--- config.mk ---
export PLATFORM = sky130hd
export DESIGN_NAME = decoder_onehot_monitor
export DESIGN_NICKNAME = d
export VERILOG_FILES = /design/src/rtl/decoder_onehot_monitor.sv
export SDC_FILE = /design/constraint.sdc
export NUM_CORES = 1
export LEC_CHECK = 0
export ABC_AREA = 1
export CELL_PAD_IN_SITES_DETAIL_PLACEMENT = 1
export CELL_PAD_IN_SITES_GLOBAL_PLACEMENT = 1
export CORE_MARGIN = 1
export CORE_UTILIZATION = 34
export CTS_CLUSTER_DIAMETER = 60
export DETAILED_ROUTE_END_ITERATION = 8
export PLACE_DENSITY_LB_ADDON = 0.15
export SKIP_CTS_REPAIR_TIMING = 1
export SLEW_MARGIN = 5
export SYNTH_ARGS = -nofsm -noshare
export SYNTH_HDL_FRONTEND = slang
export SYNTH_SLANG_ARGS = --single-unit
--- constraint.sdc ---
create_clock -name clk -period 3 [get_ports clk]
set_clock_uncertainty 0.2 [all_clocks]
set_input_delay 0.6 -clock clk [delete_from_list [all_inputs] [get_ports clk]]
set_output_delay 0.6 -clock clk [all_outputs]
set_load 0.005 [all_outputs]
--- src/rtl/decoder_onehot_monitor.sv ---
// -----------------------------------------------------------------------------
// decoder_onehot_monitor
//
// Purpose: watches the eight one-hot outputs of a 3-to-8 decoder, checks that
// exactly one line is high, re-encodes the hot line to a 3-bit code and flags
// code changes and no-hot / multi-hot faults. Optional per-line hit counters
// with a registered readback port.
//
// Pipeline: edge N captures d0..d7 (stage 1), edge N+1 classifies the sample
// (stage 2), edge N+2 drives the registered result pulses and the FSM.
//
// Optional feature macro: DECODER_MON_HIT_CNT_EN
//   defined   -> eight HIT_W-bit saturating hit counters + rd_cnt readback mux
//   undefined -> no counters, rd_cnt tied to 0, rd_sel ignored
//
// Ports:
//   clk         in   sole clock, rising edge
//   rst_n       in   asynchronous active-low reset
//   d0..d7      in   decoder outputs, d0 is index 0
//   sample_en   in   capture d0..d7 this cycle
//   clr         in   synchronous clear of fault, history, counters, pipeline
//   rd_sel      in   counter index for readback
//   code        out  encoded index of the hot line (holds on errors)
//   code_valid  out  one-cycle pulse, code is valid
//   change      out  one-cycle pulse with code_valid when the code is new
//   err_none    out  one-cycle pulse, sample had no line high
//   err_multi   out  one-cycle pulse, sample had two or more lines high
//   fault       out  level, high while the FSM is in FAULT
//   rd_cnt      out  registered readback of hit_cnt[rd_sel]
// -----------------------------------------------------------------------------
module decoder_onehot_monitor #(
   parameter int HIT_W = 8
) (
   input  logic             clk,
   input  logic             rst_n,
   input  logic             d0,
   input  logic             d1,
   input  logic             d2,
   input  logic             d3,
   input  logic             d4,
   input  logic             d5,
   input  logic             d6,
   input  logic             d7,
   input  logic             sample_en,
   input  logic             clr,
   input  logic [2:0]       rd_sel,
   output logic [2:0]       code,
   output logic             code_valid,
   output logic             change,
   output logic             err_none,
   output logic             err_multi,
   output logic             fault,
   output logic [HIT_W-1:0] rd_cnt
);

   localparam logic [1:0] S_IDLE  = 2'd0;
   localparam logic [1:0] S_RUN   = 2'd1;
   localparam logic [1:0] S_FAULT = 2'd2;

   // sample classes carried from stage 2 to the output stage
   localparam logic [1:0] C_NONE  = 2'd0;
   localparam logic [1:0] C_ONE   = 2'd1;
   localparam logic [1:0] C_MULTI = 2'd2;

   logic [7:0] w_vec;
   assign w_vec = {d7, d6, d5, d4, d3, d2, d1, d0};

   // stage 1
   logic [7:0] r_vec_q;
   logic       r_s1_v;

   // stage 2
   logic       r_s2_v;
   logic [1:0] r_s2_cls;
   logic [2:0] r_s2_idx;

   // output stage / FSM
   logic [1:0] r_state;
   logic [2:0] r_code;
   logic       r_code_valid;
   logic       r_change;
   logic       r_err_none;
   logic       r_err_multi;
   logic [2:0] r_last_code;
   logic       r_have_last;

   // popcount and hot index of the captured vector; the index is only
   // meaningful when the popcount is exactly one
   logic [3:0] w_pop;
   logic [2:0] w_idx;
   logic [1:0] w_cls;

   always_comb begin
      w_pop = 4'd0;
      w_idx = 3'd0;
      w_cls = C_NONE;
      for (int i = 0; i < 8; i++) begin
         w_pop = w_pop + {3'd0, r_vec_q[i]};
         if (r_vec_q[i]) begin
            w_idx = 3'(i);
         end
      end
      if (w_pop == 4'd0) begin
         w_cls = C_NONE;
      end else if (w_pop == 4'd1) begin
         w_cls = C_ONE;
      end else begin
         w_cls = C_MULTI;
      end
   end

   logic w_s2_one;
   logic w_s2_none;
   logic w_s2_multi;

   assign w_s2_one   = r_s2_v && (r_s2_cls == C_ONE);
   assign w_s2_none  = r_s2_v && (r_s2_cls == C_NONE);
   assign w_s2_multi = r_s2_v && (r_s2_cls == C_MULTI);

   // capture and classification pipeline; clr drops anything in flight,
   // including a sample_en presented in the same cycle
   always_ff @(posedge clk or negedge rst_n) begin
      if (!rst_n) begin
         r_vec_q  <= 8'd0;
         r_s1_v   <= 1'b0;
         r_s2_v   <= 1'b0;
         r_s2_cls <= C_NONE;
         r_s2_idx <= 3'd0;
      end else if (clr) begin
         r_s1_v <= 1'b0;
         r_s2_v <= 1'b0;
      end else begin
         r_s1_v <= sample_en;
         if (sample_en) begin
            r_vec_q <= w_vec;
         end
         r_s2_v <= r_s1_v;
         if (r_s1_v) begin
            r_s2_cls <= w_cls;
            r_s2_idx <= w_idx;
         end
      end
   end

   // result pulses, change history and FSM
   always_ff @(posedge clk or negedge rst_n) begin
      if (!rst_n) begin
         r_state      <= S_IDLE;
         r_code       <= 3'd0;
         r_code_valid <= 1'b0;
         r_change     <= 1'b0;
         r_err_none   <= 1'b0;
         r_err_multi  <= 1'b0;
         r_last_code  <= 3'd0;
         r_have_last  <= 1'b0;
      end else begin
         r_code_valid <= 1'b0;
         r_change     <= 1'b0;
         r_err_none   <= 1'b0;
         r_err_multi  <= 1'b0;
         if (clr) begin
            r_state     <= S_IDLE;
            r_last_code <= 3'd0;
            r_have_last <= 1'b0;
         end else if (w_s2_one) begin
            r_code       <= r_s2_idx;
            r_code_valid <= 1'b1;
            r_change     <= !r_have_last || (r_s2_idx != r_last_code);
            r_last_code  <= r_s2_idx;
            r_have_last  <= 1'b1;
            // a valid sample never leaves FAULT; only clr does
            if (r_state == S_IDLE) begin
               r_state <= S_RUN;
            end
         end else if (w_s2_none) begin
            r_err_none <= 1'b1;
            r_state    <= S_FAULT;
         end else if (w_s2_multi) begin
            r_err_multi <= 1'b1;
            r_state     <= S_FAULT;
         end
      end
   end

   assign code       = r_code;
   assign code_valid = r_code_valid;
   assign change     = r_change;
   assign err_none   = r_err_none;
   assign err_multi  = r_err_multi;
   assign fault      = (r_state == S_FAULT);

`ifdef DECODER_MON_HIT_CNT_EN
   logic [HIT_W-1:0] r_hit_cnt [8];
   logic [HIT_W-1:0] r_rd_cnt;
   logic             w_cnt_en;

   // counters are frozen while in FAULT, but the sample still reports a code
   assign w_cnt_en = w_s2_one && (r_state != S_FAULT);

   always_ff @(posedge clk or negedge rst_n) begin
      if (!rst_n) begin
         for (int i = 0; i < 8; i++) begin
            r_hit_cnt[i] <= '0;
         end
         r_rd_cnt <= '0;
      end else begin
         // readback shows the value before any increment on this edge
         r_rd_cnt <= r_hit_cnt[rd_sel];
         if (clr) begin
            for (int i = 0; i < 8; i++) begin
               r_hit_cnt[i] <= '0;
            end
         end else if (w_cnt_en && (r_hit_cnt[r_s2_idx] != {HIT_W{1'b1}})) begin
            r_hit_cnt[r_s2_idx] <= r_hit_cnt[r_s2_idx] + HIT_W'(1);
         end
      end
   end

   assign rd_cnt = r_rd_cnt;
`else
   logic w_unused_rd_sel;
   assign w_unused_rd_sel = ^rd_sel;
   assign rd_cnt          = '0;
`endif

endmodule

==> results.py <==
metrics = {
    "outcome": {
        "outcome": "finished with violations",
        "violations": "setup timing",
    },
    "critical_path": {
        "cp_max_fo": 2,
        "required_ns": 3.02,
        "worstSetupEndpointType": "flip-flop",
        "crit_path_start_kind": "flip-flop",
        "cp.arrival_ns": 3.20,
        "path_class": "reg -> reg",
    },
    "die": {
        "io_pins": 31,
        "core-area_um2": 4000,
        "row_count": 23,
        "die_h_um": 66.6,
        "dieWidth_um": 66.6,
        "start_util_pct": 35.4,
        "dieArea_um2": 4430,
    },
    "global_route": {
        "grt_busiest_layer": "met2",
        "gr-usage-met3_pct": 2.05,
        "grt_pass1_wl_um": 4840,
        "antenna_found_initial": 0,
        "grt_pass1_vias": 1079,
        "groute.layer.met1.usage_pct": 18.5,
        "grt_use_total_pct": 14.4,
        "grt_max_degree": 29,
        "use_met2_pct": 25.0,
        "grt.overflow.total": 0,
    },
    "layout": {
        "nets": 199,
        "stdcell_area_um2": 1740,
        "final_common_cell": "nand2_1",
        "final_cell_mix": "nand2_1, dfrtp_1, inv_1",
        "register_area_um2": 701,
        "antennaDiodeCount": 0,
        "multi_input_area_um2": 558,
        "drive_gt1_share_pct": 18.8,
        "syn_to_final_growth_pct": 22.5,
        "n_fill_cell": 467,
    },
    "drt": {
        "vias": 1026,
        "firstDrtPassIters": 4,
        "routed_wl_um": 2700,
        "drc": 0,
        "via_per_inst": 4.54,
        "ant_nets": 0,
        "drtIter0Drc": 29,
        "avgRoutedWirePerCell_um": 12.0,
    },
    "clocking": {
        "cts.clk_slew.worst_paths_ns": 0.10,
        "clk_latency_ns": 0.27,
        "htreeDepth": 1,
        "cts-buffers-inserted": 3,
        "clockBufferDepth": 2,
        "cts-root-buf": "clkbuf_8",
        "cts_sinks": 28,
        "cts_tree": "yes",
    },
    "power_and_ir_drop": {
        "power.leakage_nw": 0.857,
        "power_density_nw_per_um2": 649,
        "ir_drop_mv": 0.269,
    },
    "yosys": {
        "synth_seq_cells": 28,
        "yosysWarningCount": 0,
        "yosysSeqAreaShare_pct": 49.4,
        "syn_inst": 150,
        "synth.distinct_cells": 25,
        "avgSynthCellArea_um2": 9.45,
        "syn-cell-area_um2": 1420,
    },
    "timing": {
        "layout_min_cycle_time_ns": 3.18,
        "setup_viol": 2,
        "rsz0062_at_grt": "yes",
        "drv_slew": 0,
        "period_share_pct": 106,
        "fin_ws_ns": -0.179,
        "hold_violations": 0,
        "setup_tns_ns": -0.338,
        "max_freq_mhz": 315,
    },
    "place": {
        "pre_cts_slack_ns": -0.183,
        "dpl_cell_area_um2": 1660,
        "hpwl_um": 2130,
        "portBuffers": 19,
        "gp_congestion": 0.741,
    },
    "min_path": {
        "hold_path_class": "reg -> reg",
    },
    "flow_run": {
        "max_cap_violations": 0,
    },
}
-- state kept, by name, summed over array words and instances (netlist names) --
register     count
err_multi        1
r_last_code      3
change           1
r_s1_v           1
r_vec_q          8
code_valid       1
r_s2_v           1
r_s2_idx         3
r_s2_cls         2
err_none         1
r_have_last      1
code             3
r_state          2
-- cells by family after synthesis --
family | Yosys count | synth area share [%]
simple gates | 50 | 16.5
buf+inv | 38 | 13.2
flops | 28 | 49.4
compound gates | 26 | 12.3
fa+ha+maj | 7 | 8.30
other cells | 1 | 0.265
-- path summary, 6_finish.rpt --
path	startpoint	slack, ns	end	cells after the start
max in group asynchronous	rst_n	1.83	r_last_code[2]$_DFFE_PN0N_	2
worst max register to register	r_vec_q[1]$_DFFE_PN0P_	-0.18	r_s2_cls[0]$_DFFE_PN0P_	12
worst max-delay path	r_vec_q[1]$_DFFE_PN0P_	-0.18	r_s2_cls[0]$_DFFE_PN0P_	12
worst min register to register	r_s2_cls[1]$_DFFE_PN0P_	0.29	err_none$_DFF_PN0_	1
worst min-delay path	r_s2_cls[1]$_DFFE_PN0P_	0.29	err_none$_DFF_PN0_	1
min in group asynchronous	rst_n	0.50	code_valid$_DFF_PN0_	2
-- power by group --
part           internal [mW]  switching, mW  leakage (nW)
logic                  0.170          0.178         0.470
registers              0.438         0.0398         0.350
clock network          0.179          0.122        0.0357
total                  0.787          0.340         0.857
-- critical path, cell delays in order (launching register included) --
cell and delay [ns]:
dfrtp_1 0.40, inv_2 0.07, fa_1 0.43, fa_1 0.51
fa_1 0.41, inv_1 0.07, ha_2 0.18, inv_2 0.04
fa_1 0.49, nand2_2 0.06, a21oi_2 0.12, nand3_1 0.08
nand2_1 0.06
-- Yosys cell counts --
library cell,n,area share [%]
inv_2,1,0.26
inv_4,3,1.3
nand3b_1,1,0.53
ha_1,3,2.6
nand2_4,2,1.6
a22oi_1,2,1.1
buf_6,1,0.79
a21oi_2,1,0.62
a21oi_1,6,2.1
nor3_1,3,1.1
inv_1,25,6.6
nand3_1,4,1.4
buf_4,8,4.2
o21ai_0,6,2.1
o21ai_2,8,4.9
conb_1,1,0.26
nor2_1,7,1.9
fa_1,4,5.6
nand2_2,2,0.88
o211ai_1,1,0.53
o22ai_1,2,0.88
nand3_2,1,0.71
nor2_4,1,0.79
nand2_1,29,7.7
dfrtp_1,28,49
-- metal layers --
layer | wire (um) | vias up
met5 | 0 | -
met4 | 22 | 0
met3 | 70 | 2
met2 | 1400 | 15
met1 | 1210 | 504
li1 | - | 505
-- area by class of cell --
type | count | area share, %
clock buffer | 3 | 2.38
multi-input combinational | 91 | 32.1
sequential | 28 | 40.3
inverter | 29 | 6.70
clock inverter | 1 | 1.73
tap | 50 | 3.60
timing repair buffer | 24 | 13.1
-- through the flow --
step                power, mW  std cells  hold slack [ns]  utilization, %
floorplan               0.699        157            0.104               -
global placement        0.818        222            0.258            41.6
CTS                      1.14        226            0.296            43.4
finish                   1.13        226            0.293            43.4
global route             1.22        226            0.325            43.4
detailed placement      0.844        222            0.281            41.6
Note: power is estimated with default switching activity, not from simulation.
